**config.mk**
```make
export PLATFORM = sky130hd
export DESIGN_NAME = jt7759_feeder
export DESIGN_NICKNAME = d
export VERILOG_FILES = /design/src/rtl/jt7759_feeder.sv
export SDC_FILE = /design/constraint.sdc
export NUM_CORES = 1
export LEC_CHECK = 0
export CAP_MARGIN = 20
export CORE_MARGIN = 5
export CORE_UTILIZATION = 30
export CTS_BUF_LIST = sky130_fd_sc_hd__clkbuf_8 sky130_fd_sc_hd__clkbuf_16
export DETAILED_ROUTE_END_ITERATION = 8
export GPL_TIMING_DRIVEN = 0
export PLACE_DENSITY = 0.57
export SYNTH_ARGS = -nofsm -noshare
export SYNTH_HDL_FRONTEND = slang
export SYNTH_SLANG_ARGS = --single-unit
```
**constraint.sdc**
```tcl
create_clock -name clk -period 6.5 [get_ports clk]
set_input_delay 1.3 -clock clk [delete_from_list [all_inputs] [get_ports clk]]
set_output_delay 1.3 -clock clk [all_outputs]
set_load 0.05 [all_outputs]
```
**src/rtl/jt7759_feeder.sv**
```systemverilog
`default_nettype none
//============================================================================
// Module   : jt7759_feeder
// Desc     : Host-side streamer for the uPD7759 slave-mode data port. Fetches
//            a byte block from sample ROM into a small prefetch FIFO and
//            writes one byte per drqn request through cs/wrn/dout.
// Revision : 1.0 - initial release
//============================================================================
module jt7759_feeder #(
  parameter int AW       = 17,
  parameter int FIFO_AW  = 2,
  parameter int WR_PULSE = 2
) (
  input  logic          clk,
  input  logic          rstn,
  input  logic          cen,
  input  logic          start,
  input  logic [AW-1:0] start_addr,
  input  logic [AW-1:0] length,
  input  logic          abort,
  output logic          busy,
  output logic          done,
  output logic          rom_cs,
  output logic [AW-1:0] rom_addr,
  input  logic [7:0]    rom_data,
  input  logic          rom_ok,
  input  logic          drqn,
  output logic          cs,
  output logic          wrn,
  output logic [7:0]    dout
);

  localparam int                 DEPTH     = 1 << FIFO_AW;
  localparam int                 SW        = (WR_PULSE > 1) ? $clog2(WR_PULSE) : 1;
  localparam logic [SW-1:0]      STB_LAST  = SW'(WR_PULSE - 1);
  localparam logic [FIFO_AW:0]   FIFO_FULL = {1'b1, {FIFO_AW{1'b0}}};

  typedef enum logic [0:0] {
    ST_IDLE = 1'b0,
    ST_RUN  = 1'b1
  } main_t;

  typedef enum logic [1:0] {
    WR_IDLE = 2'd0,
    WR_STB  = 2'd1,
    WR_END  = 2'd2
  } wr_t;

  main_t              st_q, st_d;
  wr_t                ws_q, ws_d;
  logic [AW-1:0]      rom_addr_q, rom_addr_d;
  logic [AW-1:0]      fetch_left_q, fetch_left_d;
  logic [AW-1:0]      write_left_q, write_left_d;
  logic               drqn_l_q, drqn_l_d;
  logic               req_pend_q, req_pend_d;
  logic               done_q, done_d;
  logic [7:0]         dout_q, dout_d;
  logic [SW-1:0]      stb_cnt_q, stb_cnt_d;
  logic [FIFO_AW-1:0] wr_ptr_q, wr_ptr_d;
  logic [FIFO_AW-1:0] rd_ptr_q, rd_ptr_d;
  logic [FIFO_AW:0]   count_q, count_d;
  logic [7:0]         mem_q [DEPTH];

  logic run;
  logic fifo_full;
  logic fifo_empty;
  logic push;
  logic pop;
  logic drq_fall;

  assign run        = (st_q == ST_RUN);
  assign fifo_full  = (count_q == FIFO_FULL);
  assign fifo_empty = (count_q == '0);
  // The ROM request only depends on registered state, so rom_addr is
  // guaranteed stable for as long as rom_cs waits on rom_ok.
  assign rom_cs     = run && (fetch_left_q != '0) && !fifo_full;
  assign push       = rom_cs && rom_ok;
  assign pop        = (ws_q == WR_END);
  assign drq_fall   = drqn_l_q && !drqn;

  assign busy     = run;
  assign done     = done_q;
  assign rom_addr = rom_addr_q;
  assign cs       = (ws_q == WR_STB);
  assign wrn      = (ws_q != WR_STB);
  assign dout     = dout_q;

  // FIFO storage: written on every accepted ROM byte, contents need no reset
  always_ff @(posedge clk) begin
    if (push) begin
      mem_q[wr_ptr_q] <= rom_data;
    end
  end

  // Next-state for transfer control, fetcher, request detect, writer and FIFO
  always_comb begin
    st_d         = st_q;
    ws_d         = ws_q;
    rom_addr_d   = rom_addr_q;
    fetch_left_d = fetch_left_q;
    write_left_d = write_left_q;
    drqn_l_d     = drqn;
    req_pend_d   = req_pend_q;
    done_d       = 1'b0;
    dout_d       = dout_q;
    stb_cnt_d    = stb_cnt_q;
    wr_ptr_d     = wr_ptr_q;
    rd_ptr_d     = rd_ptr_q;
    count_d      = count_q;

    case (st_q)
      ST_IDLE: begin
        // Requests arriving outside a transfer are not remembered
        req_pend_d = 1'b0;
        ws_d       = WR_IDLE;
        if (start) begin
          rom_addr_d   = start_addr;
          fetch_left_d = length;
          write_left_d = length;
          if (length == '0) begin
            done_d = 1'b1;
          end else begin
            st_d = ST_RUN;
          end
        end
      end

      ST_RUN: begin
        if (push) begin
          rom_addr_d   = rom_addr_q + AW'(1);
          fetch_left_d = fetch_left_q - AW'(1);
          wr_ptr_d     = wr_ptr_q + FIFO_AW'(1);
        end

        // One pending request at most; extra edges merge into it
        req_pend_d = req_pend_q | drq_fall;

        case (ws_q)
          WR_IDLE: begin
            // A byte being pushed this cycle is forwarded straight to dout so
            // a waiting request is served the cycle after the push.
            if (req_pend_q && (!fifo_empty || push)) begin
              ws_d       = WR_STB;
              dout_d     = fifo_empty ? rom_data : mem_q[rd_ptr_q];
              stb_cnt_d  = '0;
              req_pend_d = drq_fall;
            end
          end
          WR_STB: begin
            if (cen) begin
              if (stb_cnt_q == STB_LAST) begin
                ws_d = WR_END;
              end else begin
                stb_cnt_d = stb_cnt_q + SW'(1);
              end
            end
          end
          WR_END: begin
            ws_d         = WR_IDLE;
            rd_ptr_d     = rd_ptr_q + FIFO_AW'(1);
            write_left_d = write_left_q - AW'(1);
            if (write_left_q == AW'(1)) begin
              st_d       = ST_IDLE;
              done_d     = 1'b1;
              req_pend_d = 1'b0;
            end
          end
          default: ws_d = WR_IDLE;
        endcase
      end

      default: st_d = ST_IDLE;
    endcase

    // Simultaneous push and pop leave the occupancy unchanged
    case ({push, pop})
      2'b10:   count_d = count_q + 1'b1;
      2'b01:   count_d = count_q - 1'b1;
      default: count_d = count_q;
    endcase

    // Abort beats everything, including a start in the same cycle; the ROM
    // address is left where the fetcher stopped.
    if (abort) begin
      st_d         = ST_IDLE;
      ws_d         = WR_IDLE;
      rom_addr_d   = rom_addr_q;
      fetch_left_d = '0;
      write_left_d = '0;
      req_pend_d   = 1'b0;
      done_d       = 1'b0;
      dout_d       = dout_q;
      wr_ptr_d     = '0;
      rd_ptr_d     = '0;
      count_d      = '0;
    end
  end

  // State registers with asynchronous active-low reset
  always_ff @(posedge clk or negedge rstn) begin
    if (!rstn) begin
      st_q         <= ST_IDLE;
      ws_q         <= WR_IDLE;
      rom_addr_q   <= '0;
      fetch_left_q <= '0;
      write_left_q <= '0;
      drqn_l_q     <= 1'b1;
      req_pend_q   <= 1'b0;
      done_q       <= 1'b0;
      dout_q       <= '0;
      stb_cnt_q    <= '0;
      wr_ptr_q     <= '0;
      rd_ptr_q     <= '0;
      count_q      <= '0;
    end else begin
      st_q         <= st_d;
      ws_q         <= ws_d;
      rom_addr_q   <= rom_addr_d;
      fetch_left_q <= fetch_left_d;
      write_left_q <= write_left_d;
      drqn_l_q     <= drqn_l_d;
      req_pend_q   <= req_pend_d;
      done_q       <= done_d;
      dout_q       <= dout_d;
      stb_cnt_q    <= stb_cnt_d;
      wr_ptr_q     <= wr_ptr_d;
      rd_ptr_q     <= rd_ptr_d;
      count_q      <= count_d;
    end
  end

endmodule
`default_nettype wire

```
=== Word-level counts from Yosys, hierarchy flattened ===
Memories as Yosys holds them, arrays and structs flattened.
Cells that the tools add are included.

* Output and inout port bits: 30
* Bits in writable memories: 32
* Memories kept: 1
* ROM bits: 0
* Bits in latches: 0
* Bits in registers: 73

* Bitwise gates (word level): 3
* Shifts and indexed selects: 0
* Order comparisons: 0
* Multiplexer cells: 48
* Multiply operators: 0
* Add/sub/neg operators: 8
* Reduce and logical (&&, ||, !) cells: 26
* Eq/ne operators: 17
* Div/mod/pow operators: 0

{| class="wikitable"
|+ Memories
! memory !! depth !! bits a word !! rd ports !! clocked after Yosys merged registers in !! wr ports !! RTL line !! source
|-
| mem_q || 4 || 8 || 1 || 0 || 1 || 62 || <nowiki>logic [7:0] mem_q [DEPTH];</nowiki>
|}

{| class="wikitable"
|+ Operators with widths
! cell !! count
|-
| $mux 17 || 7
|-
| $pmux 17 s2 || 3
|-
| $sub 17x1->17 const B || 2
|-
| $mux 2 || 10
|-
| $mux 1 || 18
|-
| $add 17x1->17 const B || 1
|-
| $eq 17x1->1 const B || 1
|-
| $logic_not 17->1 || 1
|-
| $reduce_bool 17->1 || 1
|-
| $pmux 1 s2 || 5
|-
| $mux 8 || 1
|-
| $ne 4x4->1 const B || 2
|-
| $pmux 2 s2 || 2
|-
| $reduce_and 2->1 || 4
|-
| $reduce_and 4->1 || 2
|-
| $reduce_bool 2->1 || 4
|-
| $ne 2x2->1 const B || 3
|-
| $ne 3x2->1 const B || 2
|-
| $pmux 3 s2 || 1
|-
| $reduce_and 3->1 || 2
|-
| $logic_and 1x1->1 || 5
|-
| $add 2x1->2 const B || 2
|-
| $eq 2x1->1 const B || 2
|-
| $eq 2x2->1 const B || 2
|-
| other kinds (15) || 19
|}

=== Depth between registers and ports, before layout ===
* Depth after elaboration: 10
* Mapped depth: 10
* Depth with buffers taken out: 10

=== Least setup slack after synthesis ===
No wires, ideal clock.

* Path kind: flip-flop to output port
* Start: reg st_q (netlist: busy)
* End: out rom_cs
* Setup slack: 3300 ps
* Data arrival time: 1900 ps
* Data required time: 5200 ps
* Path buffers: 3
* Stages on the path, launching flop included: 5
* Cells stage by stage: dfrtp_1 buf_4 clkbuf_1 clkbuf_1 and3_1

* Cells in the longest elaborated chain, start to end: 2

{| class="wikitable"
|+ RTL lines
! element !! RTL line !! source
|-
| from (decl) || 49 || <nowiki>main_t st_q, st_d;</nowiki>
|-
| from (signal assigned) || 216 || <nowiki>st_q <= st_d;</nowiki>
|-
| $logic_and 1x1->1 (2 in a row) || 76 || <nowiki>assign rom_cs = run && (fetch_left_q != '0) && !fifo_full;</nowiki>
|-
| to (decl) || 23 || <nowiki>output logic rom_cs,</nowiki>
|}

Every way passes these cells.

=== Worst setup path in the final report ===
Same ends and word-level chain as after synthesis.

==> impl_metrics.prom <==
# TYPE chip_impl_metric gauge
chip_impl_metric{name="area_growth",unit="%"} 24.4
chip_impl_info{name="synth.area.top_cells",value="sky130_fd_sc_hd__dfrtp_1 32%, sky130_fd_sc_hd__edfxtp_1 17%, sky130_fd_sc_hd__o21ai_0 4.4%, sky130_fd_sc_hd__mux2_2 3.4%, sky130_fd_sc_hd__mux4_2 3.2%"} 1
chip_impl_metric{name="final_nets",unit=""} 691
chip_impl_metric{name="instance_count_of_the_mapped_netlist",unit=""} 543
chip_impl_metric{name="p_int",unit="mW"} 1.19
chip_impl_metric{name="clock_power_share",unit="%"} 30.9
chip_impl_metric{name="timing_worst_slew_pin_value",unit="ns"} 0.870
chip_impl_metric{name="n_fill_cell",unit=""} 1865
chip_impl_metric{name="dpl.hpwl",unit="um"} 13200
chip_impl_metric{name="synth_async_sr_flop_share",unit="%"} 69.5
chip_impl_info{name="setup.worst_path.start_class",value="flip-flop"} 1
chip_impl_metric{name="power_density",unit="nW/um2"} 260
chip_impl_metric{name="peakVddDrop",unit="uV"} 138
chip_impl_metric{name="route.vias.total",unit=""} 5005
chip_impl_metric{name="worst_clk_skew",unit="ns"} 0.0111
chip_impl_metric{name="wl",unit="um"} 18600
chip_impl_metric{name="post_cts.resized_instances",unit=""} 0
chip_impl_metric{name="power.switching",unit="mW"} 0.653
chip_impl_metric{name="first_pass_iters",unit=""} 5
chip_impl_metric{name="setup_total_negative_slack",unit="ns"} 0
chip_impl_metric{name="cp_max_fo",unit=""} 10
chip_impl_metric{name="globalplace.congestion",unit=""} 0.898
chip_impl_metric{name="maximum_count_of_clock_buffers_along_a_single_path",unit=""} 2
chip_impl_metric{name="gr-usage-all-layers",unit="%"} 17.1
chip_impl_info{name="outcome",value="finished clean"} 1
chip_impl_metric{name="setup-violations-final",unit=""} 0
chip_impl_metric{name="cts.htree.levels",unit=""} 3
chip_impl_metric{name="synth.lib_cells_used.distinct",unit=""} 78
chip_impl_metric{name="coreArea",unit="um2"} 18700
chip_impl_metric{name="hold_ws",unit="ns"} 0.511
chip_impl_metric{name="max_freq",unit="MHz"} 231
chip_impl_metric{name="grt_pass1_vias",unit=""} 5099
chip_impl_metric{name="clk-insertion-delay-late",unit="ns"} 0.37
chip_impl_metric{name="total_leakage_power",unit="nW"} 2.70
chip_impl_metric{name="postSynthAreaPerCell",unit="um2"} 10.5
chip_impl_info{name="yosys-top-cells-count",value="72 x sky130_fd_sc_hd__dfrtp_1, 50 x sky130_fd_sc_hd__o21ai_0, 42 x sky130_fd_sc_hd__nor2_1"} 1
chip_impl_metric{name="cts_hold_buf",unit=""} 0
chip_impl_info{name="clock_tree.root_cell",value="sky130_fd_sc_hd__clkbuf_16"} 1
chip_impl_metric{name="die-height",unit="um"} 148
chip_impl_metric{name="drv_slew",unit=""} 0
chip_impl_metric{name="initial_utilization",unit="%"} 30.4
chip_impl_metric{name="critical_path_required",unit="ns"} 5.20
chip_impl_metric{name="grt_first_pass_wirelength",unit="um"} 29000
chip_impl_metric{name="synth.top_cell.area_share",unit="%"} 31.7
chip_impl_metric{name="num_antenna_cells",unit=""} 0
chip_impl_metric{name="combPwrFrac",unit="%"} 25.6
chip_impl_metric{name="netlist_area_pre_place",unit="um2"} 5690
chip_impl_metric{name="grt_overflow",unit=""} 0
chip_impl_metric{name="detail_route.vias_per_cell",unit=""} 5.75
chip_impl_metric{name="die_footprint",unit="um2"} 21800
chip_impl_metric{name="ys_warn_count",unit=""} 0
chip_impl_metric{name="drt_drc_violations_left",unit=""} 0
chip_impl_info{name="hold_path.class",value="flip-flop to flip-flop"} 1
chip_impl_info{name="most_frequently_used_cell_type_in_the_post_synthesis_netlist",value="sky130_fd_sc_hd__dfrtp_1"} 1
chip_impl_metric{name="min_period",unit="ns"} 4.34
chip_impl_metric{name="cts-buffers-inserted",unit=""} 9
chip_impl_metric{name="num_ports",unit=""} 79
chip_impl_metric{name="max_cap_violations",unit=""} 0
chip_impl_metric{name="clock_pin_slew_worst_setup_and_hold_paths",unit="ns"} 0.08
chip_impl_metric{name="pin_count_of_the_biggest_net_entering_global_routing",unit=""} 38
chip_impl_metric{name="critical_path_arrival",unit="ns"} 3.04
chip_impl_metric{name="synth_enable_flop_cells",unit=""} 32
chip_impl_metric{name="pwr-share-seq",unit="%"} 43.5
chip_impl_metric{name="final_hold_viol_count",unit=""} 0
chip_impl_metric{name="mappedNetlistNets",unit=""} 602
chip_impl_info{name="timing.critical_path.to_type",value="output port"} 1
chip_impl_info{name="tritoncts",value="built"} 1
chip_impl_metric{name="first_iter_violations",unit=""} 437
chip_impl_metric{name="io_buf_count",unit=""} 77
chip_impl_metric{name="number_of_antenna_violations_at_the_first_check_in_global_routing",unit=""} 0
chip_impl_metric{name="row_count",unit=""} 50
chip_impl_metric{name="die-width",unit="um"} 148
chip_impl_metric{name="sequential_cell_area_fraction_in_the_yosys_report",unit="%"} 49.1
chip_impl_metric{name="post_cts.repair.setup_buffers",unit=""} 0
chip_impl_metric{name="routed_wire_length_per_instance",unit="um"} 21.3
chip_impl_info{name="setup_repair_after_global_routing_missed_its_margin",value="false"} 1
chip_impl_metric{name="netSwitchingFraction",unit="%"} 35.5
chip_impl_metric{name="worst_slew_margin_rel",unit="%"} 41.5
chip_impl_info{name="synth_top_area_cell",value="sky130_fd_sc_hd__dfrtp_1"} 1
chip_impl_metric{name="cts_sinks",unit=""} 105
chip_impl_metric{name="finalCritPeriodShare",unit="%"} 66.7
chip_impl_metric{name="antenna_violating_nets_post_route",unit=""} 0
chip_impl_metric{name="yosys_register_bits",unit=""} 105
chip_impl_info{name="ys_dominant_reg_cell",value="sky130_fd_sc_hd__dfrtp_1"} 1
chip_impl_metric{name="share_of_cells_above_drive_strength_1",unit="%"} 11.8
chip_impl_info{name="worstSetupPathType",value="flip-flop to output port"} 1
[cell families (layout without fill, tap and decap cells)]
logic type	Yosys count	in the layout	share of synthesized area (%)
multiplexers	31	31	7.59
flip-flops	105	105	49.1
AND/OR/NAND/NOR	200	200	19.3
AO/OA/AOI/OAI	149	149	17.8
XOR/XNOR	4	4	0.616
adder cells (fa/ha/maj)	10	10	2.33
buffers and inverters	44	138	3.30
[cell usage in the layout, fill, tap and decap left out, drive strengths merged, types with 22 or more instances in the layout]
| master | instances |
|---|---|
| inv | 22 |
| dfrtp | 72 |
| a21oi | 25 |
| clkdlybuf4s50 | 76 |
| nor2 | 42 |
| o21ai | 50 |
| nand2 | 40 |
| edfxtp | 32 |
| clkbuf | 25 |
| nand3 | 26 |
[layer usage]
metal  share of wire [%]  wire (um)  GRT usage [%]
met5                   0          0              0
met4                 2.3        431           6.06
met3                 6.4       1190           4.05
met2                  47       8750           26.8
met1                  44       8190           23.3
[critical path, cell delays in order (launching register included)]
cell                              delay [ns]
sky130_fd_sc_hd__dfrtp_1                0.35
sky130_fd_sc_hd__buf_4                  0.18
sky130_fd_sc_hd__clkbuf_1               0.46
sky130_fd_sc_hd__clkbuf_1               0.60
sky130_fd_sc_hd__and3_1                 0.26
sky130_fd_sc_hd__clkdlybuf4s50_1        0.81
[flip-flops by register name (all words and copies together), names as in the netlist]
register and flops:
ws_q 2, stb_cnt_q 1, busy 1, done 1
rd_ptr_q 2, drqn_l_q 1, wr_ptr_q 2, mem_q 32
write_left_q 17, fetch_left_q 17, req_pend_q 1, rom_addr 17
count_q 3, dout 8
[per-stage QoR]
stage | power (mW) | util [%] | area [um2] | std cells | setup WS (ns)
2_1_floorplan | 1.09 | - | 5690 | 543 | 3.30
3_3_place_gp | 1.27 | 36.1 | 6750 | 854 | 1.27
3_5_place_dp | 1.28 | 36.2 | 6770 | 855 | 2.55
4_1_cts | 1.86 | 37.8 | 7070 | 871 | 2.15
5_1_grt | 1.93 | 37.8 | 7070 | 871 | 2.07
6_report | 1.84 | 37.8 | 7070 | 871 | 2.16
[layout make-up]
| cell class | count | area, um2 | share of cell area, % |
|---|---|---|---|
| flip-flops and latches | 105 | 2790 | 39.4 |
| inverters | 18 | 67.6 | 0.956 |
| clock inverters | 7 | 78.8 | 1.11 |
| clock buffers | 9 | 225 | 3.19 |
| well taps | 234 | 293 | 4.14 |
| repair buffers | 78 | 788 | 11.1 |
| multi-input cells | 394 | 2710 | 38.3 |
| plain buffers | 26 | 120 | 1.70 |
[power by group through the flow]
stage	logic, mW	registers (mW)	clock network (mW)
after global routing	0.504	0.810	0.613
after detailed placement	0.469	0.812	0
after floorplan	0.209	0.884	0
after global placement	0.461	0.808	0
after CTS	0.470	0.799	0.589
final	0.471	0.801	0.569
[path summary, 6_finish.rpt]
| path | startpoint | slack, ns | cells after the start | end |
|---|---|---|---|---|
| min | dout[7] | 0.51 | 1 | dout[7] |
| min in group asynchronous | rstn | 0.91 | 1 | write_left_q[2] |
| max in group asynchronous | rstn | 4.93 | 2 | drqn_l_q |
| min reg2reg | dout[7] | 0.51 | 1 | dout[7] |
| max | busy | 2.16 | 5 | rom_cs |
| max reg2reg | fetch_left_q[5] | 3.68 | 7 | count_q[1] |
No activity file was read; power rests on OpenSTA's default activity.
